--- src/rtl/code_event_logger_if.sv ---
`default_nettype none
// +--------------------------------------------------------------------+
// | code_event_logger_if : capture, drain and status bundle.            |
// | Rev 1.0                                                            |
// +--------------------------------------------------------------------+
interface code_event_logger_if #(
  parameter int DEPTH  = 8,
  parameter int CODE_W = 8
);
  localparam int LW = $clog2(DEPTH) + 1;

  logic [31:0]       count;
  logic              event_valid;
  logic [CODE_W-1:0] event_code;
  logic              clear;
  logic              out_valid;
  logic              out_ready;
  logic [31:0]       out_stamp;
  logic [CODE_W-1:0] out_code;
  logic [LW-1:0]     level;
  logic [15:0]       drop_count;
  logic              overflow;

  modport master (
    output count, event_valid, event_code, clear, out_ready,
    input  out_valid, out_stamp, out_code, level, drop_count, overflow
  );

  modport slave (
    input  count, event_valid, event_code, clear, out_ready,
    output out_valid, out_stamp, out_code, level, drop_count, overflow
  );
endinterface
`default_nettype wire

--- src/rtl/code_event_logger.sv ---
`default_nettype none
// +--------------------------------------------------------------------+
// | code_event_logger : timestamped event FIFO with drop statistics.   |
// | Rev 1.0                                                            |
// +--------------------------------------------------------------------+
module code_event_logger #(
  parameter int DEPTH  = 8,
  parameter int CODE_W = 8
) (
  input  logic                 clk,
  input  logic                 reset,
  code_event_logger_if.slave   bus
);
  localparam int AW = $clog2(DEPTH);
  localparam int LW = AW + 1;
  localparam int EW = 32 + CODE_W;
  localparam logic [LW-1:0] c_FULL_LEVEL = LW'(DEPTH);

  logic [EW-1:0] r_mem [DEPTH];
  logic [AW-1:0] r_wr_ptr;
  logic [AW-1:0] r_rd_ptr;
  logic [LW-1:0] r_level;
  logic [15:0]   r_drop_count;
  logic          r_overflow;

  logic          w_out_valid;
  logic          w_pop;
  logic          w_push;
  logic          w_drop;
  logic [EW-1:0] w_head;

  assign w_out_valid = (r_level != '0);
  assign w_pop       = w_out_valid & bus.out_ready;
  // A full FIFO still accepts when the head leaves on the same edge.
  assign w_push      = bus.event_valid & ((r_level != c_FULL_LEVEL) | w_pop);
  assign w_drop      = bus.event_valid & ~w_push;
  assign w_head      = r_mem[r_rd_ptr];

  always_ff @(posedge clk) begin
    if (w_push && !bus.clear) begin
      r_mem[r_wr_ptr] <= {bus.count, bus.event_code};
    end
  end

  always_ff @(posedge clk or negedge reset) begin
    if (!reset) begin
      r_wr_ptr     <= '0;
      r_rd_ptr     <= '0;
      r_level      <= '0;
      r_drop_count <= '0;
      r_overflow   <= 1'b0;
    end else if (bus.clear) begin
      r_wr_ptr     <= '0;
      r_rd_ptr     <= '0;
      r_level      <= '0;
      r_drop_count <= '0;
      r_overflow   <= 1'b0;
    end else begin
      if (w_push) begin
        r_wr_ptr <= r_wr_ptr + 1'b1;
      end
      if (w_pop) begin
        r_rd_ptr <= r_rd_ptr + 1'b1;
      end
      case ({w_push, w_pop})
        2'b10:   r_level <= r_level + 1'b1;
        2'b01:   r_level <= r_level - 1'b1;
        default: r_level <= r_level;
      endcase
      if (w_drop) begin
        r_overflow <= 1'b1;
        if (r_drop_count != 16'hFFFF) begin
          r_drop_count <= r_drop_count + 16'd1;
        end
      end
    end
  end

  assign bus.out_valid  = w_out_valid;
  assign bus.out_stamp  = w_out_valid ? w_head[EW-1:CODE_W] : 32'd0;
  assign bus.out_code   = w_out_valid ? w_head[CODE_W-1:0] : '0;
  assign bus.level      = r_level;
  assign bus.drop_count = r_drop_count;
  assign bus.overflow   = r_overflow;
endmodule
`default_nettype wire
--- src/flat_wrapper.sv ---
// flat-port wrapper written by rule: the top's interface ports become plain ports
module code_event_logger_flat 
#(
  parameter int DEPTH  = 8,
  parameter int CODE_W = 8
)
  (clk, reset, bus_count, bus_event_valid, bus_event_code, bus_clear, bus_out_ready, bus_out_valid, bus_out_stamp, bus_out_code, bus_level, bus_drop_count, bus_overflow);
  code_event_logger_if #(.DEPTH(DEPTH), .CODE_W(CODE_W)) bus_i ();
  input  logic clk;
  input  logic reset;
  input wire logic [$bits(bus_i.count)-1:0] bus_count;
  input wire logic [$bits(bus_i.event_valid)-1:0] bus_event_valid;
  input wire logic [$bits(bus_i.event_code)-1:0] bus_event_code;
  input wire logic [$bits(bus_i.clear)-1:0] bus_clear;
  input wire logic [$bits(bus_i.out_ready)-1:0] bus_out_ready;
  output wire logic [$bits(bus_i.out_valid)-1:0] bus_out_valid;
  output wire logic [$bits(bus_i.out_stamp)-1:0] bus_out_stamp;
  output wire logic [$bits(bus_i.out_code)-1:0] bus_out_code;
  output wire logic [$bits(bus_i.level)-1:0] bus_level;
  output wire logic [$bits(bus_i.drop_count)-1:0] bus_drop_count;
  output wire logic [$bits(bus_i.overflow)-1:0] bus_overflow;
  assign bus_i.count = bus_count;
  assign bus_i.event_valid = bus_event_valid;
  assign bus_i.event_code = bus_event_code;
  assign bus_i.clear = bus_clear;
  assign bus_i.out_ready = bus_out_ready;
  assign bus_out_valid = bus_i.out_valid;
  assign bus_out_stamp = bus_i.out_stamp;
  assign bus_out_code = bus_i.out_code;
  assign bus_level = bus_i.level;
  assign bus_drop_count = bus_i.drop_count;
  assign bus_overflow = bus_i.overflow;
  code_event_logger #(.DEPTH(DEPTH), .CODE_W(CODE_W)) u_core (.clk(clk), .reset(reset), .bus(bus_i));
endmodule
--- config.mk ---
export PLATFORM = sky130hd
export DESIGN_NAME = code_event_logger_flat
export DESIGN_NICKNAME = d
export VERILOG_FILES = /design/src/rtl/code_event_logger_if.sv /design/src/rtl/code_event_logger.sv /design/src/flat_wrapper.sv
export SDC_FILE = /design/constraint.sdc
export NUM_CORES = 1
export LEC_CHECK = 0
export BUFFER_PORTS_ARGS = -buffer_cell sky130_fd_sc_hd__buf_2
export CORE_ASPECT_RATIO = 1.4
export CORE_UTILIZATION = 55
export DETAILED_ROUTE_END_ITERATION = 12
export PLACE_DENSITY = 0.74
export SKIP_LAST_GASP = 1
export SLEW_MARGIN = 20
export SYNTH_ARGS = -nofsm -noshare
export SYNTH_HDL_FRONTEND = slang
export SYNTH_SLANG_ARGS = --single-unit
--- constraint.sdc ---
create_clock -name clk -period 4.9 [get_ports clk]
set_input_delay 0.245 -clock clk [delete_from_list [all_inputs] [get_ports clk]]
set_output_delay 0.245 -clock clk [all_outputs]
set_load 0.05 [all_outputs]
# --- After elaboration in Yosys (flattened, before gate mapping) ---
# Memory sizes are Yosys's and may differ from the RTL's.
# Cells that the tools add are included.
word_totals:
  ramBits: 320
  reg_bits: 27
  mem_count: 1
classes:
  n_mux: 15
  reduce_logical: 9
  eq_ne: 4
  bitwise_logic: 5
  n_addsub: 5
mem_list:
  columns: ["memory", "words", "width", "read_ports", "rd_clocked_by_memory_dff", "write_ports", "line_no", "rtl"]
  rows:
  - ["u_core.r_mem", 8, 40, 1, 0, 1, "code_event_logger.sv:19", "logic [EW-1:0] r_mem [DEPTH];"]
op_table:
  columns: ["cell", "n"]
  rows:
  - ["$mux W16", 3]
  - ["$mux W32", 1]
  - ["$add A16 B1 Y16 const B", 1]
  - ["$ne A16 B16 Y1 const B", 1]
  - ["$mux W3", 4]
  - ["$mux W8", 1]
  - ["$pmux W4 S2", 1]
  - ["$reduce_bool A2 Y1", 4]
  - ["$add A3 B1 Y3 const B", 2]
  - ["$add A4 B1 Y4 const B", 1]
  - ["$mux W1", 4]
  - ["$mux W4", 1]
  - ["$ne A4 B4 Y1 const B", 1]
  - ["$reduce_bool A4 Y1", 1]
  - ["$sub A4 B1 Y4 const B", 1]
  - ["$and A1 B1 Y1", 3]
  - ["$reduce_bool A3 Y1", 1]
  - ["$eq A2 B1 Y1 const B", 1]
  - ["$eq A2 B2 Y1 const B", 1]
  - ["$reduce_and A2 Y1", 1]
  - ["$logic_and A1 B1 Y1", 1]
  - ["$logic_not A1 Y1", 1]
  - ["$not A1 Y1", 1]
  - ["$or A1 B1 Y1", 1]

# --- Longest topological paths before layout ---
logic_depth:
  ltp_word: 8
  mapped_depth: 8
  depth_no_buf: 8

# --- Worst setup path after synthesis ---
# Ideal clock, no wire load.
synth_timing:
  path_type: "register to register"
  from: "register u_core.r_level[0] (netlist: u_core.bus.level[0])"
  to: "memory u_core.r_mem[0][0] (netlist bit), enable pin"
  synth_period_minus_slack_ns: 4.763
  slack_ns: 0.137
  path_stages_with_launch: 5
  path_buffers: 0
  t_arrival_ns: 4.276
  cell_sequence: "dfrtp_1 > or4b_4 > o21ai_1 > or3_1 > nor3_1"
synth_via:
  elab_chain_len: 7
  word_cells_on_any_way: 8
  classes_between: "1 x eq/ne; 2 x mux; 3 x bitwise; 2 x reduce/logical"
synth_rtl:
  columns: ["item", "line_no", "rtl"]
  rows:
  - ["start: declaration", "code_event_logger.sv:22", "logic [LW-1:0] r_level;"]
  - ["start signal: assignment", "code_event_logger.sv:66", "2'b10: r_level <= r_level + 1'b1;"]
  - ["start signal: assignment", "code_event_logger.sv:67", "2'b01: r_level <= r_level - 1'b1;"]
  - ["start signal: assignment", "code_event_logger.sv:68", "default: r_level <= r_level;"]
  - ["$reduce_bool A4 Y1", "code_event_logger.sv:32", "assign w_out_valid = (r_level != '0);"]
  - ["$and A1 B1 Y1", "code_event_logger.sv:33", "assign w_pop = w_out_valid & bus.out_ready;"]
  - ["$or A1 B1 Y1 (*)", "code_event_logger.sv:35", "assign w_push = bus.event_valid & ((r_level != c_FULL_LEVEL) | w_pop);"]
  - ["$and A1 B1 Y1 (*)", "code_event_logger.sv:35", null]
  - ["$logic_and A1 B1 Y1 (*)", "code_event_logger.sv:40", "if (w_push && !bus.clear) begin"]
  - ["$mux W1 (*)", "code_event_logger.sv:40", null]
  - ["$mux W1 (not written as such) (*)", "code_event_logger.sv:41", "r_mem[r_wr_ptr] <= {bus.count, bus.event_code};"]
  - ["end: declaration", "code_event_logger.sv:19", null]
# Every way passes the cells marked *; elsewhere a longest branch is shown, timed or not.

# --- Worst setup path after layout ---
layout_timing:
  from: "register u_core.r_rd_ptr[0]"
  to: "output bus_out_stamp[10]"
layout_via:
  elab_chain_len: 2
layout_rtl:
  columns: ["item", "line_no", "rtl"]
  rows:
  - ["start: declaration", "code_event_logger.sv:21", "logic [AW-1:0] r_rd_ptr;"]
  - ["start signal: assignment", "code_event_logger.sv:63", "r_rd_ptr <= r_rd_ptr + 1'b1;"]
  - ["$mem_v2 Z8 W40", null, null]
  - ["$mux W32", "code_event_logger.sv:80", "assign bus.out_stamp = w_out_valid ? w_head[EW-1:CODE_W] : 32'd0;"]
  - ["end: declaration", "flat_wrapper.sv:17", "output wire logic [$bits(bus_i.out_stamp)-1:0] bus_out_stamp;"]
# Every way passes these cells.

==> results.md <==
- RSZ-0062 raised after global routing: no
- YS warnings: 0
- Row cnt: 67
- Pin count of the biggest net entering global routing: 44
- P_int: 5.37 mW
- Worst Hold End: u_core.bus.level[2]
- Area Growth Syn to Fin: 18.0%
- Syn nets: ~730
- Net Sw Power: 2.43 mW
- Comb power frac: 24.2%
- CORE AREA: roughly 24000 µm²
- HP Start: bus_clear
- Reg2Reg Depth: 5
- Reg-to-reg startpoint: u_core.bus.level[0]
- Setup ws final: about 1600 ps
- Initial antenna violation count: 0
- Num CTS Buffers: 31
- Grt total ovfl: 0
- Max Buffers Root-to-Sink: 3
- Clk network pwr share: 31.8%
- EDFF count, synth: 320
- Flop2flop setup slack: approximately 1800 ps
- Worst EP required: 4660 ps
- Fillers: roughly 1500
- Vias in the first global route: between 7000 and 8000
- Synth top area cells: edfxtp_1, mux4_2, dfrtp_1
- Flops & latches, synth: 347
- Area after DPL: between 10000 and 15000 µm²
- Leak: 5.39 nW
- Crit-path cells: buf_12 -> mux4_2 -> mux2i_1 -> nor2_1 -> buf_2
- Max Cap Viol: 0
- Most used DFF post-synth: edfxtp_1
- DRT antenna net count: 0
- DR pass1 iterations: 5
- Share of layout cells above drive strength 1: 30.1%
- Post-Synthesis Cells: 678
- DIE HEIGHT: 188 µm
- First-pass GRT wire length: roughly 42000 µm
- Sequential fraction of the synthesis area: 75.3%
- Top post-synthesis cells by count: edfxtp_1, mux4_2, nor2_1, mux2i_1, dfrtp_1
- Clock latency on the worst-skew pair: 550 ps
- RR Endpoint: u_core.r_mem[0][19]
- Critical-path top delay cell: dfrtp_4
- CTS tree: built
- Top-count cell post-synth: edfxtp_1
- I/O Buffers: between 100 and 150
- PwrDens: 485 nW/µm²
- CP max FO: 43
- Max H-tree Level: 1
- Pre-CTS WS: 1840 ps
- Slew Limit Fails: 0
- Die area: 25500 µm²
- I/O Pins: approximately 110
- Skew final: 18.9 ps
- Worst hold slack: 175 ps
- VDD IR max: 0.000447 V
- Worst EP arrival: 3060 ps
- Register area: 10300 µm²
- Synth cell types: 41
- CP Buf/Inv Count: 2
- Starting DRT DRC Count: 549
- Synth Area in XOR/XNOR: 0.898%
- Post-route design area: 16100 µm²
- Outcome: finished clean
- Minimum clock period: 3300 ps
- Die width: 135 µm
- Final Setup Violations: 0
- Relative slew margins: 29.2%
- Layout net count: approximately 890
- Vias per inst: between 6 and 7
- Net Sw Frac: 31.2%
- Post-synthesis mux area share: 16.4%
- Part of the power in registers: a little over two fifths
- Clk sinks: 347
- Root buffer cell: clkbuf_16
- Final TNS setup: 0 ps
- Gr usage total: 22.0%
- Final period utilization: 67.4%
- WL per Instance: 23.4 µm
- Startpoint Class: flop
- Initial Util: 56.5%
- Top cell type by total area after synthesis: edfxtp_1
- Compound-gate portion of the synthesized area: 1.49%
- Slew @ Worst Pin: 1060 ps
- Syn Area/Cell: 20.1 µm²
- Adder-cell share of the synthesized area: 0.605%
- Final WL: around 27000 µm
- Worst hold stages: 2
- Setup crit start: u_core.r_rd_ptr[0]
- Final hold vios: 0
- FFs w/ async S/R, synth: 7.78%
- CP top delay family: flip-flops
- Hold WC Path Type: input pin to flop
- Clock slew at reported path FFs: about 70 ps
- Drt drc: 0
- Worst Setup End Kind: primary output
- CP peak stage delay: 990 ps
- Final GP Congestion: 0.861
- Via count: approximately 7000
- Synth top area share: 70.4%
- Largest family of logic cells by synthesized area: multiplexers
- Max Clk Rate: 303 MHz
- Simple-gate share of the synthesized area: 4.24%
- Synth Cell Area: 13700 µm²
- Ant. Diodes: 0
- CP Class: flop to primary output
- Multi-input logic area: 3290 µm²
- HPWL after DPL: 15400 µm
[cell families after synthesis]
group                      count (synthesis)
AOI/OAI and AO/OA                         29
xor gates and xnor gates                  14
adders and majority gates                  6
buffers and inverters                     33
DFF                                      347
muxes                                    124
and+or+nand+nor                          125
[worst register-to-register path, stage by stage, from the launching register on]
cell	delay (ps)
dfrtp_1	520
or4b_4	250
o21ai_1	160
or3_1	520
nor3_2	660
buf_4	580
[sequential cells by signal, summed over array words and instances (netlist names)]
register / cells
u_core.bus.overflow: 1
u_core.bus.drop_count: 16
u_core.r_mem: 320
u_core.r_wr_ptr: 3
u_core.r_rd_ptr: 3
u_core.bus.level: 4
[power by group through the flow]
stage	clock (mW)	combinational, mW	sequential (mW)
global placement	0	1.80	3.52
finish	2.49	1.89	3.43
detailed placement	0	1.87	3.50
CTS	2.53	1.91	3.44
floorplan	0	1.41	3.46
global route	2.63	1.98	3.45
[cells in the final DEF, fill, tap and decap left out, types with 2 or more instances in the layout]
| cell type | Yosys | routed |
|---|---|---|
| or4_1 | 3 | 3 |
| nor2_1 | 71 | 65 |
| and2_1 | 3 | 3 |
| a21oi_1 | 9 | 9 |
| nand2_1 | 13 | 13 |
| a31oi_1 | 2 | 2 |
| nor3_2 | 0 | 2 |
| clkbuf_16 | 0 | 31 |
| dlygate4sd3_1 | 0 | 42 |
| o21ai_0 | 5 | 5 |
| clkinv_4 | 0 | 3 |
| mux4_2 | 80 | 80 |
| buf_12 | 0 | 3 |
| inv_1 | 2 | 2 |
| clkbuf_1 | 20 | 4 |
| nor2_4 | 0 | 6 |
| clkinv_1 | 0 | 6 |
| and4_1 | 2 | 2 |
| dfrtp_4 | 0 | 2 |
| buf_2 | 8 | 106 |
| or3_1 | 3 | 3 |
| nand2b_1 | 7 | 7 |
| o211ai_1 | 3 | 3 |
| dfrtp_1 | 27 | 24 |
| nor3_1 | 5 | 3 |
| ha_1 | 5 | 5 |
| xnor2_1 | 3 | 3 |
| buf_4 | 0 | 10 |
| and3_1 | 2 | 2 |
| mux2i_1 | 43 | 43 |
| xor2_1 | 11 | 11 |
| edfxtp_1 | 320 | 320 |
| nand3_1 | 7 | 7 |
| bufinv_16 | 0 | 6 |
| clkinv_2 | 0 | 5 |
| o31ai_1 | 3 | 3 |
| nor2b_1 | 2 | 2 |
| a21o_1 | 2 | 2 |
[per-layer routing]
layer	track usage [%]	share of wire [%]	wire [µm]
met5	0	0	0
met4	7.48	2.8	758
met3	3.20	6.0	1630
met2	38.9	53	14600
met1	27.8	38	10400
[metrics by stage]
step | utilization (%) | instances | total power, mW
6_report | 66.7 | 1173 | 7.81
5_1_grt | 66.7 | 1173 | 8.06
4_1_cts | 66.7 | 1173 | 7.87
3_5_place_dp | 60.7 | 1076 | 5.37
3_3_place_gp | 60.5 | 1074 | 5.32
2_1_floorplan | - | 678 | 4.87
[worst max-delay path by stage]
stage | to | cells past startpoint
after detailed placement | u_core.r_mem[0][30] | 5
after global routing | bus_out_stamp[3] | 5
after CTS | bus_out_stamp[10] | 5
after floorplan | u_core.r_mem[0][0] | 4
final | bus_out_stamp[10] | 5
after global placement | u_core.r_mem[0][37] | 5
[final cells by class]
cell class,instances,area share [%]
sequential,347,63.9
multi-input combinational,298,20.4
timing repair buffer,161,6.74
clock buffer,35,4.91
tap,310,2.41
clock inverter,20,1.58
inverter,2,0.0466
[repair_timing]
item,CTS,global route
resized for setup,0,0
hold buffers,42,0
buffers inserted,0,0
hold endpoints to repair,341,0
Note: power is estimated with default switching activity, not from simulation.
